### src/rtl/mips_cpu_pkg.sv
// Shared definitions for the MIPS CPU execute-stage units:
// funct codes for the HI/LO instructions and the mul/div FSM state type.
package mips_cpu_pkg;

  localparam logic [5:0] FUNCT_MTHI  = 6'b010001;
  localparam logic [5:0] FUNCT_MTLO  = 6'b010011;
  localparam logic [5:0] FUNCT_MULT  = 6'b011000;
  localparam logic [5:0] FUNCT_MULTU = 6'b011001;
  localparam logic [5:0] FUNCT_DIV   = 6'b011010;
  localparam logic [5:0] FUNCT_DIVU  = 6'b011011;

  typedef enum logic [1:0] {
    IDLE = 2'd0,
    PREP = 2'd1,
    CALC = 2'd2,
    FIX  = 2'd3
  } muldiv_state_t;

endpackage

### src/rtl/mips_cpu_muldiv_negate.sv
// Conditional two's-complement: dout = en ? -din : din.
// Used to take operand magnitudes and to restore result signs.
module mips_cpu_muldiv_negate #(
  parameter int WIDTH = 32
) (
  input  logic             en,
  input  logic [WIDTH-1:0] din,
  output logic [WIDTH-1:0] dout
);

  // Negation as subtraction from zero keeps operand widths equal.
  assign dout = en ? ({WIDTH{1'b0}} - din) : din;

endmodule

### src/rtl/mips_cpu_muldiv.sv
// Iterative multiply/divide unit holding the architectural HI/LO registers.
// Shift-add multiplier and restoring divider, one bit per cycle, with a
// start/busy/done handshake and a flush that abandons the operation.
// Optional macro MIPS_CPU_MULDIV_EARLY_EXIT_EN: multiplies stop iterating once
// the remaining multiplier bits are zero; the product is realigned in FIX.
//
// state | meaning
// IDLE  | waiting for start; mthi/mtlo write HI/LO directly
// PREP  | take operand magnitudes, record result signs, load counter
// CALC  | one multiply or divide step per cycle
// FIX   | restore signs, commit HI/LO, pulse done
module mips_cpu_muldiv
  import mips_cpu_pkg::*;
#(
  parameter int WIDTH = 32
) (
  input  logic             clk,
  input  logic             reset,
  input  logic             start,
  input  logic [5:0]       opcode,
  input  logic [WIDTH-1:0] a,
  input  logic [WIDTH-1:0] b,
  input  logic             flush,
  output logic             busy,
  output logic             done,
  output logic [WIDTH-1:0] hi_reg,
  output logic [WIDTH-1:0] lo_reg
);

  localparam int CNT_W = $clog2(WIDTH);

  muldiv_state_t      state;
  logic               op_div;
  logic               op_signed;
  logic               neg_q;     // quotient / product sign
  logic               neg_r;     // remainder sign
  logic               div_zero;
  logic [WIDTH-1:0]   opa;       // multiplicand / dividend magnitude
  logic [WIDTH-1:0]   opb;       // multiplier (shifted) / divisor magnitude
  logic [2*WIDTH-1:0] acc;       // product, or {remainder, quotient}
  logic [CNT_W-1:0]   cnt;

  logic               is_muldiv;
  logic [WIDTH-1:0]   abs_a;
  logic [WIDTH-1:0]   abs_b;
  logic [WIDTH:0]     mul_sum;
  logic [WIDTH:0]     rem_shift;
  logic               div_ge;
  logic [WIDTH-1:0]   div_diff;
  logic               calc_last;
  logic [2*WIDTH-1:0] prod_aligned;
  logic [2*WIDTH-1:0] prod_fixed;
  logic [WIDTH-1:0]   quo_fixed;
  logic [WIDTH-1:0]   rem_fixed;

  assign busy = (state != IDLE);

  assign is_muldiv = (opcode == FUNCT_MULT) || (opcode == FUNCT_MULTU) ||
                     (opcode == FUNCT_DIV)  || (opcode == FUNCT_DIVU);

  mips_cpu_muldiv_negate #(.WIDTH(WIDTH)) u_neg_a (
    .en(op_signed & opa[WIDTH-1]), .din(opa), .dout(abs_a));
  mips_cpu_muldiv_negate #(.WIDTH(WIDTH)) u_neg_b (
    .en(op_signed & opb[WIDTH-1]), .din(opb), .dout(abs_b));

  // One multiply step adds the multiplicand when the current multiplier bit
  // is set; one divide step trial-subtracts the divisor from the shifted
  // partial remainder.
  assign mul_sum   = {1'b0, acc[2*WIDTH-1:WIDTH]} + {1'b0, (opb[0] ? opa : {WIDTH{1'b0}})};
  assign rem_shift = acc[2*WIDTH-1:WIDTH-1];
  assign div_ge    = (rem_shift >= {1'b0, opb});
  assign div_diff  = rem_shift[WIDTH-1:0] - opb;

`ifdef MIPS_CPU_MULDIV_EARLY_EXIT_EN
  // cnt is held on exit, so it equals the number of shifts still owed.
  assign calc_last    = (cnt == '0) || (!op_div && ((opb >> 1) == '0));
  assign prod_aligned = acc >> cnt;
`else
  assign calc_last    = (cnt == '0);
  assign prod_aligned = acc;
`endif

  mips_cpu_muldiv_negate #(.WIDTH(2*WIDTH)) u_neg_prod (
    .en(neg_q), .din(prod_aligned), .dout(prod_fixed));
  mips_cpu_muldiv_negate #(.WIDTH(WIDTH)) u_neg_quo (
    .en(neg_q), .din(acc[WIDTH-1:0]), .dout(quo_fixed));
  mips_cpu_muldiv_negate #(.WIDTH(WIDTH)) u_neg_rem (
    .en(neg_r), .din(acc[2*WIDTH-1:WIDTH]), .dout(rem_fixed));

  // FSM, datapath registers and architectural HI/LO.
  always_ff @(posedge clk or negedge reset) begin
    if (!reset) begin
      state     <= IDLE;
      op_div    <= 1'b0;
      op_signed <= 1'b0;
      neg_q     <= 1'b0;
      neg_r     <= 1'b0;
      div_zero  <= 1'b0;
      opa       <= '0;
      opb       <= '0;
      acc       <= '0;
      cnt       <= '0;
      done      <= 1'b0;
      hi_reg    <= '0;
      lo_reg    <= '0;
    end else begin
      done <= 1'b0;
      if (state != IDLE && flush) begin
        state <= IDLE;
      end else begin
        case (state)
          IDLE: begin
            if (start) begin
              if (opcode == FUNCT_MTHI) begin
                hi_reg <= a;
              end else if (opcode == FUNCT_MTLO) begin
                lo_reg <= a;
              end else if (is_muldiv) begin
                opa       <= a;
                opb       <= b;
                op_div    <= (opcode == FUNCT_DIV) || (opcode == FUNCT_DIVU);
                op_signed <= (opcode == FUNCT_MULT) || (opcode == FUNCT_DIV);
                state     <= PREP;
              end
            end
          end
          PREP: begin
            neg_q    <= op_signed & (opa[WIDTH-1] ^ opb[WIDTH-1]);
            neg_r    <= op_signed & opa[WIDTH-1];
            div_zero <= (opb == '0);
            opa      <= abs_a;
            opb      <= abs_b;
            acc      <= op_div ? {{WIDTH{1'b0}}, abs_a} : '0;
            cnt      <= CNT_W'(WIDTH - 1);
            state    <= CALC;
          end
          CALC: begin
            if (op_div) begin
              acc <= div_ge ? {div_diff, acc[WIDTH-2:0], 1'b1}
                            : {acc[2*WIDTH-2:0], 1'b0};
            end else begin
              acc <= {mul_sum, acc[WIDTH-1:1]};
              opb <= opb >> 1;
            end
            if (calc_last) begin
              state <= FIX;
            end else begin
              cnt <= cnt - CNT_W'(1);
            end
          end
          FIX: begin
            if (op_div) begin
              lo_reg <= div_zero ? {WIDTH{1'b1}} : quo_fixed;
              hi_reg <= rem_fixed;
            end else begin
              {hi_reg, lo_reg} <= prod_fixed;
            end
            done  <= 1'b1;
            state <= IDLE;
          end
          default: state <= IDLE;
        endcase
      end
    end
  end

endmodule

### config.mk
export PLATFORM = sky130hd
export DESIGN_NAME = mips_cpu_muldiv
export DESIGN_NICKNAME = d
export VERILOG_FILES = /design/src/rtl/mips_cpu_pkg.sv /design/src/rtl/mips_cpu_muldiv_negate.sv /design/src/rtl/mips_cpu_muldiv.sv
export SDC_FILE = /design/constraint.sdc
export NUM_CORES = 1
export LEC_CHECK = 0
export ABC_AREA = 1
export BUFFER_PORTS_ARGS = -buffer_cell sky130_fd_sc_hd__buf_2
export CAP_MARGIN = 20
export CORE_UTILIZATION = 45
export CTS_BUF_LIST = sky130_fd_sc_hd__clkbuf_16
export DETAILED_ROUTE_END_ITERATION = 8
export GPL_TIMING_DRIVEN = 0
export PLACE_DENSITY = 0.65
export SYNTH_ARGS = -nofsm -noshare
export SYNTH_HDL_FRONTEND = slang
export SYNTH_SLANG_ARGS = --single-unit
### constraint.sdc
create_clock -name clk -period 4.83 [get_ports clk]
set_clock_uncertainty 0.05 [all_clocks]
set_input_delay 0 -clock clk [delete_from_list [all_inputs] [get_ports clk]]
set_output_delay 0 -clock clk [all_outputs]
set_load 0.02 [all_outputs]
Word-level counts from Yosys, hierarchy flattened. Cells that the tools add are included.

Logic and storage cells: 117. Register bits after elaboration: 205. Input bits: 74. Output and inout bits: 66.

Bitwise operators: 7. Order comparisons: 1. Reductions and logical operators: 23. Mux-type cells: 42. $add $sub $neg: 8. Equal/unequal tests: 23.

Operators by type and width (count): 32-bit two-way mux (23); 64-bit two-way mux (3); 32-bit case mux with 2 select lines (3); 64-bit case mux with 2 select lines (1); 1-bit by 32-bit subtractor with 32-bit output, first input constant (4); 32-bit case mux with 3 select lines (1); 1-bit by 64-bit subtractor with 64-bit output, first input constant (1); 6-bit by 5-bit equality test with 1-bit output, second input constant (6); 32-bit by 32-bit adder with 33-bit output (1); 33-bit by 32-bit >= comparator with 1-bit output (1); 32-bit logical NOT (1); 32-bit subtractor (1); 2-bit inequality test, second input constant (8); 3-bit inequality test, second input constant (5); 2-bit two-way mux (6); 6-bit AND reduction (2); 5-bit case mux with 2 select lines (1); 5-bit AND reduction (2); 2-bit case mux with 4 select lines (1); 8-bit AND reduction (1); 2-bit nonzero test (4); 5-bit logical NOT (1); 1-bit logical OR (5); 5-bit two-way mux (1); other kinds (14) (21).

Longest topological paths before layout.
Depth after elaboration: 10. Gate-level depth with buffers: 21. Depth with buffers taken out: 20.

By module. From an unflattened synthesis, not the netlist that was laid out.

Cell total of the unflattened synthesis: 3825. Area total of the unflattened synthesis: 22699.3 µm².

By module, submodules not included: mips_cpu_muldiv (instances 1, seq. area each 5129.9 µm², cells an instance 2425, area each 16022.9 µm²); mips_cpu_muldiv_negate at u_neg_a ... (instances 3, seq. area each 0.0 µm², cells an instance 225, area each 1052.3 µm²); mips_cpu_muldiv_negate at u_neg_prod (instances 1, seq. area each 0.0 µm², cells an instance 498, area each 2411.1 µm²); mips_cpu_muldiv_negate at u_neg_rem (instances 1, seq. area each 0.0 µm², cells an instance 227, area each 1108.6 µm²).

Worst setup path before layout. OpenSTA, ideal clock, no wires.

Path kind: reg-to-reg. From: reg opb[0]. To: reg acc[57]. Required time: 4.664 ns. Buffers on the path: 1. Slack: 2.278 ns. Cell stages (with the launch flop): 21. Library setup time: 0.116 ns. Arrival: 2.386 ns. Period minus slack after synthesis: 2.552 ns. Path through: dfrtp_1 clkbuf_1 nand2_1 inv_1 ha_1 inv_1 fa_1 inv_1 nand2_1 o21ai_0 nand2_1 nand2_1 nand2_1 nand2_1 nand2_1 nand3_1 nand3_1 nand2_1 inv_1 nand2_1 nand2_1.

Longest elaborated chain between the ends: 4. Elaborated cells between the ends (all ways): 7. Classes of those cells: add/sub: 2; order compare: 1; mux: 4.

Ends and longest elaborated chain: from (decl) (RTL line mips_cpu_muldiv.sv:39) `logic [WIDTH-1:0] opb;`; from (signal assigned) (RTL line mips_cpu_muldiv.sv:132) `opb <= abs_b;`; from (signal assigned) (RTL line mips_cpu_muldiv.sv:143) `opb <= opb >> 1;`; 32-bit two-way mux (tied with other cells) (RTL line mips_cpu_muldiv.sv:69) `assign mul_sum = {1'b0, acc[2*WIDTH-1:WIDTH]} + {1'b0, (opb[0] ? opa : {WIDTH{1'b0}})};`; 32-bit by 32-bit adder with 33-bit output or 64-bit two-way mux (tied branches) (RTL line mips_cpu_muldiv.sv:69, mips_cpu_muldiv.sv:139); 64-bit two-way mux * (RTL line mips_cpu_muldiv.sv:138) `if (op_div) begin`; 64-bit case mux with 2 select lines * (RTL line mips_cpu_muldiv.sv:111) `case (state)`; to (signal assigned) (RTL line mips_cpu_muldiv.sv:133) `acc <= op_div ? {{WIDTH{1'b0}}, abs_a} : '0;`; to (signal assigned) (RTL line mips_cpu_muldiv.sv:139) `acc <= div_ge ? {div_diff, acc[WIDTH-2:0], 1'b1}`; to (signal assigned) (RTL line mips_cpu_muldiv.sv:142) `acc <= {mul_sum, acc[WIDTH-1:1]};`; to (decl) (RTL line mips_cpu_muldiv.sv:40) `logic [2*WIDTH-1:0] acc;`.

Mark *: on every way between the ends. The rest lies on a longest branch, timed or not. A chain may end at the register's enable or synchronous reset.

Final worst setup path.
From: reg opb[0]. To: reg acc[59].

The elaborated chain is that of the path after synthesis.

==> qor.csv <==
metric,value,unit
via_per_inst,5.93,
cts_tree,yes,
grt_use_total,43.0,%
cts_buffer_depth,3,
instances_no_fill,4097,
place_inst,3974,
dpl_cell_area,0.0210,mm²
syn-num-nets,3399,
slew_headroom,26.1,%
reg2reg_from,opb[0],
report.final.hold_viol_count,0,
die-height,210,µm
synthCells,3249,
drc,0,
maxCapViolCount,0,
largest_reg_flops,64,
cp-startpoint,opb[0],
layout_common_cells,"nand2_1 (921), nor2_1 (481), inv_1 (390)",
netSwitchingFraction,61.0,%
grt_use_met2,62.0,%
syn_avg_cell_area,6.02,µm²
grt_pass1_wl,140,mm
ys_seq_area_share,26.2,%
wl,97.6,mm
p_seq_share,19.8,%
intPower,7.60,mW
coreArea,0.0430,mm²
firstDrtPassIters,6,
crit_fanout,6,
vias,24300,
gp_congestion,1.03,
port-buffer-count,139,
top_usage_layer,met2,
synth_top_cell_by_area,dfrtp_1,
post-route-min-period,3.65,ns
start_util,45.5,%
cpMostUsedCell,nand2_1,
post_cts_resized,0,
rsz0062_at_grt,false,
layout_commonest_cell,nand2_1,
dp_hpwl,77.5,mm
drive_above_1_share,8.72,%
numCtsBuffers,27,
crit_slowest_cell,clkbuf_1,
top_register,acc,
use_met3,13.0,%
synth_seq_cells,205,
grtUsageMet1,59.3,%
clk_pin_slew,0.06,ns
reg2reg_slack,1.18,ns
p_leak,11.3,nW
final_area,0.0226,mm²
power.switching,11.9,mW
grt_overflow,0,
critPathMaxStageDelay,0.53,ns
syn_area,0.0196,mm²
crit_type,reg -> reg,
dieArea,0.0443,mm²
setup_violations,0,
worst_r2r_endpoint,acc[59],
period_share,75.5,%
dr.first_iter.drc_count,3034,
crit_chain,clkbuf_1 > nand2_1 > inv_1 > ha_1 > inv_1 > fa_1 > inv_1 > nand2_1 > o21ai_0 > nand3_1 > nand2_1 > nand2_1 > nand2_1 > nand2_1 > nand3_1 > nand3_1 > nand3_1 > nand2_1,
reg2reg_depth,18,
fin_util,52.6,%
insertion_delay,0.58,ns
power_frac_clock,10.2,%
die_x,210,µm
startpoint_type,register,
synth_cell_type_count,53,
cts-root-buf,clkbuf_16,
comb_power_share,70.0,%
h-tree-depth,1,
grt_start_max_net_pins,111,
ant_nets,0,
worstPathRequired,5.25,ns
ctsHoldBuffers,73,
fmax,0.274,GHz
fillers,4550,
worstPathArrival,4.07,ns
outcome,finished clean,
worst_pin_slew,1.11,ns
synthTopCellsByArea,"dfrtp_1 (26%), nand2_1 (18%), nor2_1 (9.2%)",
hold_class,in -> async,
peakVddDrop,0.000361,V
antenna_found_initial,11,
p_per_area,862,mW/mm²
area_delta_synth_final,15.5,%
cts_setup_buffers,0,
grt_pass1_vias,22200,
tns,0,ns
wl_per_cell,23.8,µm
nets,3641,
clock_sinks,205,
critPathCaptureType,register,
fp-row-count,76,
slew_violations,0,
ios,140,
yosysWarnings,0,
synth_top_area_share,26.2,%
[worst max-delay path, delay by kind of cell (launching register included)]
kind | cells | cell delay (ns)
simple gates | 11 | 1.20
compound gates | 1 | 0.47
flops | 1 | 0.41
buf+inv | 4 | 0.79
fa+ha+maj | 2 | 0.61
[power by group through the flow]
stage / registers [mW] / clock network (mW) / logic [mW]
after floorplan: 3.52 / 0 / 8.63
after global routing: 3.86 / 2.04 / 14.7
after CTS: 3.75 / 1.98 / 13.1
final: 3.85 / 1.99 / 13.6
after detailed placement: 3.77 / 0 / 13.0
after global placement: 3.76 / 0 / 12.9
[routing by layer]
metal	up-vias	routed length, µm
met5	-	164
met4	24	4300
met3	280	12300
met2	1547	39800
met1	11400	41000
li1	11100	-
[stage by stage]
stage	hold slack [ns]	worst slack, ns	total power [mW]
after floorplan	-0.346	2.28	12.2
after global placement	0.177	0.00272	16.7
after detailed placement	0.0165	1.31	16.8
after CTS	0.0369	1.28	18.9
after global routing	0.0927	0.915	20.6
final	0.0125	1.18	19.5
[cells in the mapped netlist (all sizes together)]
library cell / count
a221oi: 3
fa: 2
and2: 3
clkinv: 2
o31ai: 4
and3: 2
o21a: 3
dfrtp: 205
clkbuf: 60
a22oi: 11
o221ai: 21
a31oi: 31
nand3: 257
nand2: 941
o21bai: 9
ha: 74
a21o: 4
or2: 10
xor2: 42
o211ai: 44
nor4: 2
a21boi: 1
inv: 400
o22ai: 13
buf: 51
a21oi: 236
nand4: 48
a31o: 1
o21ai: 205
xnor2: 11
nand3b: 9
nor2: 504
nor3: 40
[final cells by class]
type	count	area (µm²)	area share, %
diodes	2	5.00	0.0222
plain buffers	111	527	2.33
clock buffers	27	676	2.99
clock inverters	21	161	0.714
inverters	402	1510	6.70
multi-input cells	2531	12400	54.8
flip-flops and latches	205	5130	22.7
well taps	585	732	3.24
repair buffers	213	1460	6.48
[worst max path at each step]
stage / end / cells past startpoint
after floorplan: acc[57] / 20
after global routing: acc[59] / 18
final: acc[59] / 18
after CTS: acc[57] / 20
after detailed placement: acc[57] / 20
after global placement: acc[58] / 1
[cells by family after synthesis]
group / synth area share (%)
DFF: 26.2
buffers and inverters: 10.4
xor gates and xnor gates: 2.37
adders and majority gates: 4.94
AOI/OAI and AO/OA: 16.9
and+or+nand+nor: 39.2
Power figures use the tool's default switching activity.
